### src/rtl/spi_regbank_pkg.sv
// Shared types and frame-format constants for the spi_regbank SPI slave.
package spi_regbank_pkg;

  localparam int CMD_W        = 8;
  localparam int ADDR_FIELD_W = 7;
  localparam int RW_BIT       = 7;

  typedef enum logic [1:0] {
    IDLE = 2'd0,
    CMD  = 2'd1,
    DATA = 2'd2,
    DONE = 2'd3
  } state_t;

endpackage

### src/rtl/spi_regbank_if.sv
// SPI pin bundle between an SPI master and the spi_regbank slave.
interface spi_regbank_if;
  // Mode 0, MSB first: the master drives mosi and samples miso on sclk rise;
  // the slave updates miso on sclk fall. A frame lasts while cs_n is low.
  logic sclk;
  logic cs_n;
  logic mosi;
  logic miso;
  logic miso_oe;

  modport master (output sclk, output cs_n, output mosi, input miso, input miso_oe);
  modport slave  (input sclk, input cs_n, input mosi, output miso, output miso_oe);
endinterface

### src/rtl/spi_sync_edge.sv
// Two-flop synchroniser for an asynchronous pin followed by a registered
// rise/fall detector; edges appear 3 clk after the pin changes.
module spi_sync_edge #(
  parameter logic RESET_VAL = 1'b0
) (
  input  logic clk,
  input  logic rst_n,
  input  logic i_async,
  output logic o_rise,
  output logic o_fall
);

  logic r_meta;
  logic r_sync;
  logic r_prev;
  logic r_rise;
  logic r_fall;

  always_ff @(posedge clk or negedge rst_n) begin
    if (!rst_n) begin
      r_meta <= RESET_VAL;
      r_sync <= RESET_VAL;
      r_prev <= RESET_VAL;
      r_rise <= 1'b0;
      r_fall <= 1'b0;
    end else begin
      r_meta <= i_async;
      r_sync <= r_meta;
      r_prev <= r_sync;
      r_rise <= r_sync & ~r_prev;
      r_fall <= ~r_sync & r_prev;
    end
  end

  assign o_rise = r_rise;
  assign o_fall = r_fall;

endmodule

### src/rtl/spi_regbank.sv
// Oversampled SPI slave writing a bank of NREGS x WIDTH control registers.
// Define SPI_REGBANK_READBACK_EN to build register readback over miso.
module spi_regbank
  import spi_regbank_pkg::*;
#(
  parameter int               WIDTH       = 8,
  parameter int               NREGS       = 4,
  parameter logic [WIDTH-1:0] RESET_VALUE = '0
) (
  input  logic                   clk,
  input  logic                   rst_n,
  spi_regbank_if.slave           spi,
  output logic [NREGS*WIDTH-1:0] reg_out,
  output logic [NREGS-1:0]       wr_strobe,
  output state_t                 o_dbg_state
);

  localparam int CNT_W = $clog2(((WIDTH > CMD_W) ? WIDTH : CMD_W) + 1);

  logic w_sclk_rise, w_sclk_fall, w_cs_rise, w_cs_fall;
  logic r_mosi_meta, r_mosi_sync, r_mosi_d;

  state_t                   r_state, w_state_next;
  logic                     w_cmd_done, w_data_done, w_commit;
  logic [CNT_W-1:0]         r_bit_cnt;
  logic [CMD_W-2:0]         r_cmd_sh;
  logic [CMD_W-1:0]         r_cmd, w_cmd_full;
  logic [WIDTH-1:0]         r_data_sh, w_data_full;
  logic [ADDR_FIELD_W-1:0]  w_addr;
  logic [NREGS*WIDTH-1:0]   r_reg_flat;
  logic [NREGS-1:0]         r_wr_strobe, w_strobe_next;

  spi_sync_edge #(.RESET_VAL(1'b0)) u_sclk_sync (
    .clk(clk), .rst_n(rst_n), .i_async(spi.sclk), .o_rise(w_sclk_rise), .o_fall(w_sclk_fall)
  );

  spi_sync_edge #(.RESET_VAL(1'b1)) u_cs_sync (
    .clk(clk), .rst_n(rst_n), .i_async(spi.cs_n), .o_rise(w_cs_rise), .o_fall(w_cs_fall)
  );

  // Three stages so the sampled mosi lines up with the registered sclk rise.
  always_ff @(posedge clk or negedge rst_n) begin
    if (!rst_n) begin
      r_mosi_meta <= 1'b0;
      r_mosi_sync <= 1'b0;
      r_mosi_d    <= 1'b0;
    end else begin
      r_mosi_meta <= spi.mosi;
      r_mosi_sync <= r_mosi_meta;
      r_mosi_d    <= r_mosi_sync;
    end
  end

  assign w_cmd_full  = {r_cmd_sh, r_mosi_d};
  assign w_data_full = (r_data_sh << 1) | WIDTH'(r_mosi_d);
  assign w_addr      = r_cmd[ADDR_FIELD_W-1:0];
  assign w_commit    = w_data_done && !r_cmd[RW_BIT];

  always_ff @(posedge clk or negedge rst_n) begin
    if (!rst_n) r_state <= IDLE;
    else        r_state <= w_state_next;
  end

  // A cs_n rise beats a simultaneous final sclk rise, so partial frames never commit.
  always_comb begin
    w_state_next = r_state;
    w_cmd_done   = 1'b0;
    w_data_done  = 1'b0;
    if (w_cs_rise) begin
      w_state_next = IDLE;
    end else begin
      case (r_state)
        IDLE: if (w_cs_fall) w_state_next = CMD;
        CMD: begin
          if (w_sclk_rise && r_bit_cnt == CNT_W'(CMD_W - 1)) begin
            w_state_next = DATA;
            w_cmd_done   = 1'b1;
          end
        end
        DATA: begin
          if (w_sclk_rise && r_bit_cnt == CNT_W'(WIDTH - 1)) begin
            w_state_next = DONE;
            w_data_done  = 1'b1;
          end
        end
        default: ;
      endcase
    end
  end

  always_comb begin
    w_strobe_next = '0;
    for (int i = 0; i < NREGS; i++)
      w_strobe_next[i] = w_commit && (w_addr == ADDR_FIELD_W'(i));
  end

  always_ff @(posedge clk or negedge rst_n) begin
    if (!rst_n) begin
      r_bit_cnt   <= '0;
      r_cmd_sh    <= '0;
      r_cmd       <= '0;
      r_data_sh   <= '0;
      r_reg_flat  <= {NREGS{RESET_VALUE}};
      r_wr_strobe <= '0;
    end else begin
      r_wr_strobe <= w_strobe_next;
      for (int i = 0; i < NREGS; i++)
        if (w_strobe_next[i]) r_reg_flat[i*WIDTH +: WIDTH] <= w_data_full;
      if (r_state == IDLE || w_state_next != r_state)
        r_bit_cnt <= '0;
      else if (w_sclk_rise && (r_state == CMD || r_state == DATA))
        r_bit_cnt <= r_bit_cnt + 1'b1;
      if (r_state == CMD && w_sclk_rise) r_cmd_sh <= w_cmd_full[CMD_W-2:0];
      if (w_cmd_done) r_cmd <= w_cmd_full;
      if (r_state == DATA && w_sclk_rise) r_data_sh <= w_data_full;
    end
  end

`ifdef SPI_REGBANK_READBACK_EN
  logic [WIDTH-1:0] r_rd_sh, w_rd_val;
  logic             r_miso, r_miso_oe, w_rd_next;

  always_comb begin
    w_rd_val = '0;
    for (int i = 0; i < NREGS; i++)
      if (w_cmd_full[ADDR_FIELD_W-1:0] == ADDR_FIELD_W'(i)) w_rd_val = r_reg_flat[i*WIDTH +: WIDTH];
  end

  assign w_rd_next = w_cmd_done ? w_cmd_full[RW_BIT] : r_cmd[RW_BIT];

  always_ff @(posedge clk or negedge rst_n) begin
    if (!rst_n) begin
      r_rd_sh   <= '0;
      r_miso    <= 1'b0;
      r_miso_oe <= 1'b0;
    end else begin
      r_miso_oe <= (w_state_next == DATA) && w_rd_next;
      if (w_cmd_done) begin
        r_rd_sh <= w_cmd_full[RW_BIT] ? w_rd_val : '0;
      end else if (r_state == DATA && r_cmd[RW_BIT] && w_sclk_fall && !w_cs_rise) begin
        r_miso  <= r_rd_sh[WIDTH-1];
        r_rd_sh <= r_rd_sh << 1;
      end
      if (w_cs_rise) r_miso <= 1'b0;
    end
  end

  assign spi.miso    = r_miso;
  assign spi.miso_oe = r_miso_oe;
`else
  // sclk falls only matter when miso is driven.
  logic w_unused;
  assign w_unused    = w_sclk_fall;
  assign spi.miso    = 1'b0;
  assign spi.miso_oe = 1'b0;
`endif

  assign reg_out     = r_reg_flat;
  assign wr_strobe   = r_wr_strobe;
  assign o_dbg_state = r_state;

endmodule

### src/flat_wrapper.sv
// flat-port wrapper written by rule: the top's interface ports become plain ports
module spi_regbank_flat import spi_regbank_pkg::*;
#(
  parameter int               WIDTH       = 8,
  parameter int               NREGS       = 4,
  parameter logic [WIDTH-1:0] RESET_VALUE = '0
)
  (clk, rst_n, reg_out, wr_strobe, o_dbg_state, spi_sclk, spi_cs_n, spi_mosi, spi_miso, spi_miso_oe);
  spi_regbank_if spi_i ();
  input  logic clk;
  input  logic rst_n;
  output logic [NREGS*WIDTH-1:0] reg_out;
  output logic [NREGS-1:0] wr_strobe;
  output state_t o_dbg_state;
  input wire logic [$bits(spi_i.sclk)-1:0] spi_sclk;
  input wire logic [$bits(spi_i.cs_n)-1:0] spi_cs_n;
  input wire logic [$bits(spi_i.mosi)-1:0] spi_mosi;
  output wire logic [$bits(spi_i.miso)-1:0] spi_miso;
  output wire logic [$bits(spi_i.miso_oe)-1:0] spi_miso_oe;
  assign spi_i.sclk = spi_sclk;
  assign spi_i.cs_n = spi_cs_n;
  assign spi_i.mosi = spi_mosi;
  assign spi_miso = spi_i.miso;
  assign spi_miso_oe = spi_i.miso_oe;
  spi_regbank #(.WIDTH(WIDTH), .NREGS(NREGS), .RESET_VALUE(RESET_VALUE)) u_core (.clk(clk), .rst_n(rst_n), .spi(spi_i), .reg_out(reg_out), .wr_strobe(wr_strobe), .o_dbg_state(o_dbg_state));
endmodule
### config.mk
export PLATFORM = sky130hd
export DESIGN_NAME = spi_regbank_flat
export DESIGN_NICKNAME = d
export VERILOG_FILES = /design/src/rtl/spi_regbank_pkg.sv /design/src/rtl/spi_regbank_if.sv /design/src/rtl/spi_sync_edge.sv /design/src/rtl/spi_regbank.sv /design/src/flat_wrapper.sv
export SDC_FILE = /design/constraint.sdc
export NUM_CORES = 1
export LEC_CHECK = 0
export ABC_CLOCK_PERIOD_IN_PS = 3210
export CORE_MARGIN = 8
export CORE_UTILIZATION = 50
export CTS_CLUSTER_DIAMETER = 60
export DETAILED_ROUTE_END_ITERATION = 16
export GPL_ROUTABILITY_DRIVEN = 0
export PLACE_DENSITY = 0.84
export SYNTH_ARGS = -nofsm -noshare
export SYNTH_HDL_FRONTEND = slang
export SYNTH_SLANG_ARGS = --single-unit
### constraint.sdc
create_clock -name clk -period 3.21 [get_ports clk]
set_input_delay 0.8025 -clock clk [delete_from_list [all_inputs] [get_ports clk]]
set_output_delay 0.8025 -clock clk [all_outputs]
set_load 0.05 [all_outputs]
# [After elaboration in Yosys (flattened, before gate mapping)]
# Cells that the tools add are included.
[totals] ff_bits=76 word_cells=64
[op_classes] n_addsub=1 n_eq_ne=7 n_mux=12 bitwise_logic=7 n_reduce_logical=15
[op_table] operator="equality test 7 x 2 -> 1 bit (second input constant)" n=2
[op_table] operator="logical AND 1 bit" n=9
[op_table] operator="two-way mux 2 bit" n=4
[op_table] operator="two-way mux 4 bit" n=2
[op_table] operator="bitwise OR 8 x 1 -> 8 bit" n=1
[op_table] operator="equality test 7 x 1 -> 1 bit (second input constant)" n=1
[op_table] operator="logical NOT 7 bit" n=1
[op_table] operator="one-hot mux 2 bit (3 select lines)" n=1
[op_table] operator="two-way mux 1 bit" n=5
[op_table] operator="adder 4 x 1 -> 4 bit (second input constant)" n=1
[op_table] operator="equality test 4 x 3 -> 1 bit (second input constant)" n=1
[op_table] operator="bitwise AND 1 bit" n=3
[op_table] operator="inverter 1 bit" n=3
[op_table] operator="equality test 2 x 1 -> 1 bit (second input constant)" n=1
[op_table] operator="equality test 2 bit (second input constant)" n=1
[op_table] operator="logical NOT 2 bit" n=1
[op_table] operator="logical OR 1 bit" n=2
[op_table] operator="inequality test 2 bit" n=1
[op_table] operator="nonzero test 2 bit" n=1
[op_table] operator="logical NOT 1 bit" n=1

# [Logic depth before layout (Yosys ltp)]
[depth] word_depth=8 ltp_mapped=7 ltp_nobuf=6

# [Cells and area by module]
# A second synthesis with hierarchy kept.
[hier_totals] hier_cells=200 hier_area_um2=3030.4
[modules_own_cells] module="spi_regbank" instances=1 cells_each=186 area_each_um2=2746.4 seq_area_each_um2=1676.6
[modules_own_cells] module="spi_sync_edge (u_core.u_cs_sync)" instances=1 cells_each=7 area_each_um2=143.9 seq_area_each_um2=128.9
[modules_own_cells] module="spi_sync_edge (u_core.u_sclk_sync)" instances=1 cells_each=7 area_each_um2=140.1 seq_area_each_um2=125.1

# [Worst setup path after synthesis]
# OpenSTA, ideal clock, no wires.
[synth_timing] path_kind="register -> register" from="register u_core.r_state[1], in the netlist u_core.o_dbg_state[1]" to="register u_core.r_reg_flat[10], in the netlist u_core.reg_out[10]" setup_time_ns=0.125 arrival_ns=2.861 setup_slack_ns=0.225 path_stages_with_launch=7 path_cell_list="dfrtp_1 ha_1 or4b_1 or4_1 buf_2 nor3b_4 mux2_2"
[synth_via] elab_chain_len=5
[synth_rtl] element="start: declaration" line_no="spi_regbank.sv:23" text="state_t r_state, w_state_next;"
[synth_rtl] element="start signal: assignment" line_no="spi_regbank.sv:61" text="else r_state <= w_state_next;"
[synth_rtl] element="equality test 2 bit" line_no="spi_regbank.sv:72" text="case (r_state)"
[synth_rtl] element="two-way mux 1 bit" line_no="spi_regbank.sv:72"
[synth_rtl] element="two-way mux 1 bit" line_no="spi_regbank.sv:69" text="if (w_cs_rise) begin"
[synth_rtl] element="logical AND 1 bit" line_no="spi_regbank.sv:57" text="assign w_commit = w_data_done && !r_cmd[RW_BIT];"
[synth_rtl] element="logical AND 1 bit" line_no="spi_regbank.sv:94" text="w_strobe_next[i] = w_commit && (w_addr == ADDR_FIELD_W'(i));"
[synth_rtl] element="end signal: assignment" line_no="spi_regbank.sv:103" text="r_reg_flat <= {NREGS{RESET_VALUE}};"
[synth_rtl] element="end signal: indexed assignment" line_no="spi_regbank.sv:108" text="if (w_strobe_next[i]) r_reg_flat[i*WIDTH +: WIDTH] <= w_data_full;"
[synth_rtl] element="end: declaration" line_no="spi_regbank.sv:30" text="logic [NREGS*WIDTH-1:0] r_reg_flat;"
# Every way passes these cells.
# A chain may end at the register's enable or synchronous reset.

# [Worst setup path after layout]
[layout_timing] from="register u_core.r_state[0], in the netlist u_core.o_dbg_state[0]" to="register u_core.r_reg_flat[12], in the netlist u_core.reg_out[12]"
# The elaborated chain is that of the path after synthesis.

==> impl_metrics.py <==
metrics = {
    "critical_path": {
        "r2r_slack_ns": 0.25,
        "rr_endpoint": "u_core.reg_out[12]",
        "end_kind": "flip-flop",
        "cpPeakStageDelay_ns": 0.69,
        "critPathLaunch": "u_core.o_dbg_state[0]",
        "path_max_fanout": 8,
        "worstSetupEndpoint": "u_core.reg_out[12]",
        "path_cells": "inv_1, ha_1, or4b_1, or4_1, nor3b_4, mux2_2",
        "rr_worst_depth": 6,
        "crit_buf_inv": 1,
        "cp.required_ns": 3.44,
        "crit_path_start_kind": "flip-flop",
        "crit_type": "reg2reg",
        "worstPathArrival_ns": 3.19,
        "r2r-start": "u_core.o_dbg_state[0]",
        "crit_path_top_delay_cell": "or4_1",
        "critPathTopFamily": "simple AND/OR/NAND/NOR gates",
        "worst-path-stages": 6,
    },
    "placed_design": {
        "dp_cells": 319,
        "dp_hpwl_um": 4170,
        "dpl_cell_area_um2": 3530,
        "io_buffers": 42,
    },
    "sta": {
        "rsz0062_at_grt": "no",
        "hold_viol": 0,
        "setup_violations": 0,
        "max_freq_ghz": 0.337,
        "timing.hold.ws_ns": 0.351,
        "min_period_ns": 2.96,
        "fin_crit_sh_pct": 92.3,
        "finalClockSkew_ns": 0.0116,
        "worst_pin_slew_ns": 0.610,
        "fin_setup_tns_ns": 0,
        "slew-limit-headroom_pct": 59.0,
        "slew_viol_final": 0,
    },
    "cts": {
        "clk_latency_ns": 0.34,
        "cts.sinks": 76,
        "cts_tree": "done",
        "ctsResizeCount": 0,
        "cts_hold_buf": 0,
        "cts_setup_buffers": 0,
        "cts_made_buffers": 9,
        "cts.path.max_buffers": 2,
        "root_buffer": "clkbuf_8",
        "path_clk_slew_ns": 0.08,
        "cts-htree-levels": 3,
    },
    "floorplan": {
        "start_util_pct": 51.3,
        "die_y_um": 93.7,
        "core_um2": 5890,
        "fp-row-count": 28,
        "dieArea_um2": 8790,
        "die_w_um": 93.7,
        "pin_count": 45,
    },
    "finish": {
        "final_util_pct": 64.0,
        "layout_common_cells": "dfrtp_1 (73), mux2_2 (54), clkdlybuf4s50_1 (41)",
        "final_common_cell": "dfrtp_1",
        "area_delta_synth_final_pct": 24.6,
        "nets": 265,
        "drive_above_1_share_pct": 31.9,
        "antennaDiodeCount": 0,
        "final_cells": 335,
        "stdcell_area_um2": 3760,
    },
    "pwr": {
        "swShare_pct": 23.4,
        "intPower_w": 0.00152,
        "p_comb_share_pct": 6.4,
        "p_clk_share_pct": 41.7,
        "power_density_nw_per_um2": 528,
        "ir_worst_vdd_mv": 0.484,
        "leakagePower_nw": 1.74,
        "switching_power_w": 0.000464,
        "seqPwrFrac_pct": 51.9,
    },
    "grt": {
        "globalRouteTotalUtil_pct": 14.4,
        "gr-total-overflow": 0,
        "grt_max_degree": 30,
        "grt_pass1_wl_um": 9730,
        "antenna_found_initial": 0,
        "grt_pass1_vias": 1872,
    },
    "route": {
        "postRouteAntennaNets": 0,
        "viasPerCell": 5.30,
        "first_pass_iters": 4,
        "drt-wirelength-per-cell_um": 17.4,
        "drc": 0,
        "vias": 1777,
        "drtIter0Drc": 104,
        "wirelength_um": 5820,
    },
    "yosys": {
        "synth.distinct_cells": 37,
        "ys_seq_area_share_pct": 63.1,
        "yosysWarningCount": 0,
        "yosys_register_bits": 76,
        "synth_area_um2": 3020,
        "netlist_instances": 203,
        "syn-mean-instance-area_um2": 14.9,
    },
    "status": {
        "status": "finished clean",
    },
    "job": {
        "cap_violations": 0,
    },
    "hold_path": {
        "min_path_type": "reg2reg",
    },
}
worst min path at each step:
stage / slack (ns) / cells past startpoint / endpoint / from
after floorplan: 0.33 / 0 / u_core.r_mosi_d / u_core.r_mosi_sync
after global placement: 0.33 / 0 / u_core.u_sclk_sync.r_sync / u_core.u_sclk_sync.r_meta
after global routing: 0.37 / 0 / u_core.u_cs_sync.r_sync / u_core.u_cs_sync.r_meta
after CTS: 0.35 / 0 / u_core.u_sclk_sync.r_sync / u_core.u_sclk_sync.r_meta
after detailed placement: 0.33 / 0 / u_core.u_sclk_sync.r_sync / u_core.u_sclk_sync.r_meta
final: 0.35 / 0 / u_core.u_sclk_sync.r_sync / u_core.u_sclk_sync.r_meta
sequential cells by signal, summed over array words and instances (netlist names), 2 cells and up:
name                cells
u_core.r_bit_cnt        4
u_core.r_data_sh        7
u_core.reg_out         32
u_core.r_cmd            8
u_core.o_dbg_state      2
u_core.r_cmd_sh         7
u_core.wr_strobe        4
metal layers:
metal  global-route usage, %  routed length (um)  vias to the layer above
li1                        -                   -                      823
met1                    17.9                2530                      907
met2                    22.9                2940                       36
met3                    3.04                 230                       11
met4                    7.66                 110                        0
met5                       0                   0                        -
through the flow:
step	total power [W]	setup WS, ns
floorplan	0.00112	0.225
global placement	0.00117	0.365
detailed placement	0.00118	0.273
CTS	0.00200	0.237
global route	0.00207	0.147
finish	0.00199	0.246
power by group through the flow:
| stage | Sequential [W] | Clock (W) | Combinational, W |
|---|---|---|---|
| 3_3_place_gp | 0.00105 | 0 | 0.000124 |
| 5_1_grt | 0.00104 | 0.000891 | 0.000145 |
| 4_1_cts | 0.00103 | 0.000841 | 0.000130 |
| 2_1_floorplan | 0.00105 | 0 | 0.0000736 |
| 6_report | 0.00103 | 0.000829 | 0.000127 |
| 3_5_place_dp | 0.00105 | 0 | 0.000129 |
logic make-up after synthesis:
| group | synth area share, % |
|---|---|
| other | 0.124 |
| DFF | 63.1 |
| and+or+nand+nor | 9.94 |
| buffers and inverters | 1.28 |
| muxes | 20.5 |
| adders and majority gates | 2.07 |
| xor gates and xnor gates | 0.870 |
| AOI/OAI and AO/OA | 2.19 |
synth_stat cells:
cell type / count / share of area (%)
nor3_1: 7 / 1.2
nand2b_1: 4 / 0.83
and3b_1: 1 / 0.29
dfrtp_1: 73 / 60
nor3_4: 1 / 0.54
clkbuf_1: 3 / 0.37
buf_2: 1 / 0.17
and2_1: 1 / 0.21
nand2_1: 5 / 0.62
a2111o_1: 1 / 0.37
o21ba_2: 1 / 0.33
o211ai_1: 1 / 0.25
buf_4: 2 / 0.50
or4_1: 2 / 0.50
nand3b_1: 2 / 0.50
nor2b_1: 3 / 0.62
xor2_1: 2 / 0.58
or3b_1: 1 / 0.29
dfstp_2: 3 / 2.6
o21ai_0: 1 / 0.17
nor3b_4: 2 / 1.2
xnor2_1: 1 / 0.29
a21oi_1: 3 / 0.50
nor4_1: 4 / 0.83
mux2_2: 54 / 20
a221o_1: 1 / 0.33
ha_1: 5 / 2.1
o31ai_1: 1 / 0.25
mux2i_1: 1 / 0.33
or4b_1: 1 / 0.33
conb_1: 1 / 0.12
inv_1: 2 / 0.25
or2_0: 1 / 0.21
nand4b_1: 1 / 0.29
or2_2: 1 / 0.21
nor2_1: 5 / 0.62
nand3_1: 4 / 0.66
final cells by class:
type / count / area (um^2)
clock inverters: 6 / 93.8
fillers: 430 / 2120
inverters: 2 / 7.51
flip-flops and latches: 76 / 1910
well taps: 75 / 93.8
clock buffers: 10 / 138
multi-input cells: 120 / 1080
repair buffers: 46 / 445
Note: power is estimated with default switching activity, not from simulation.
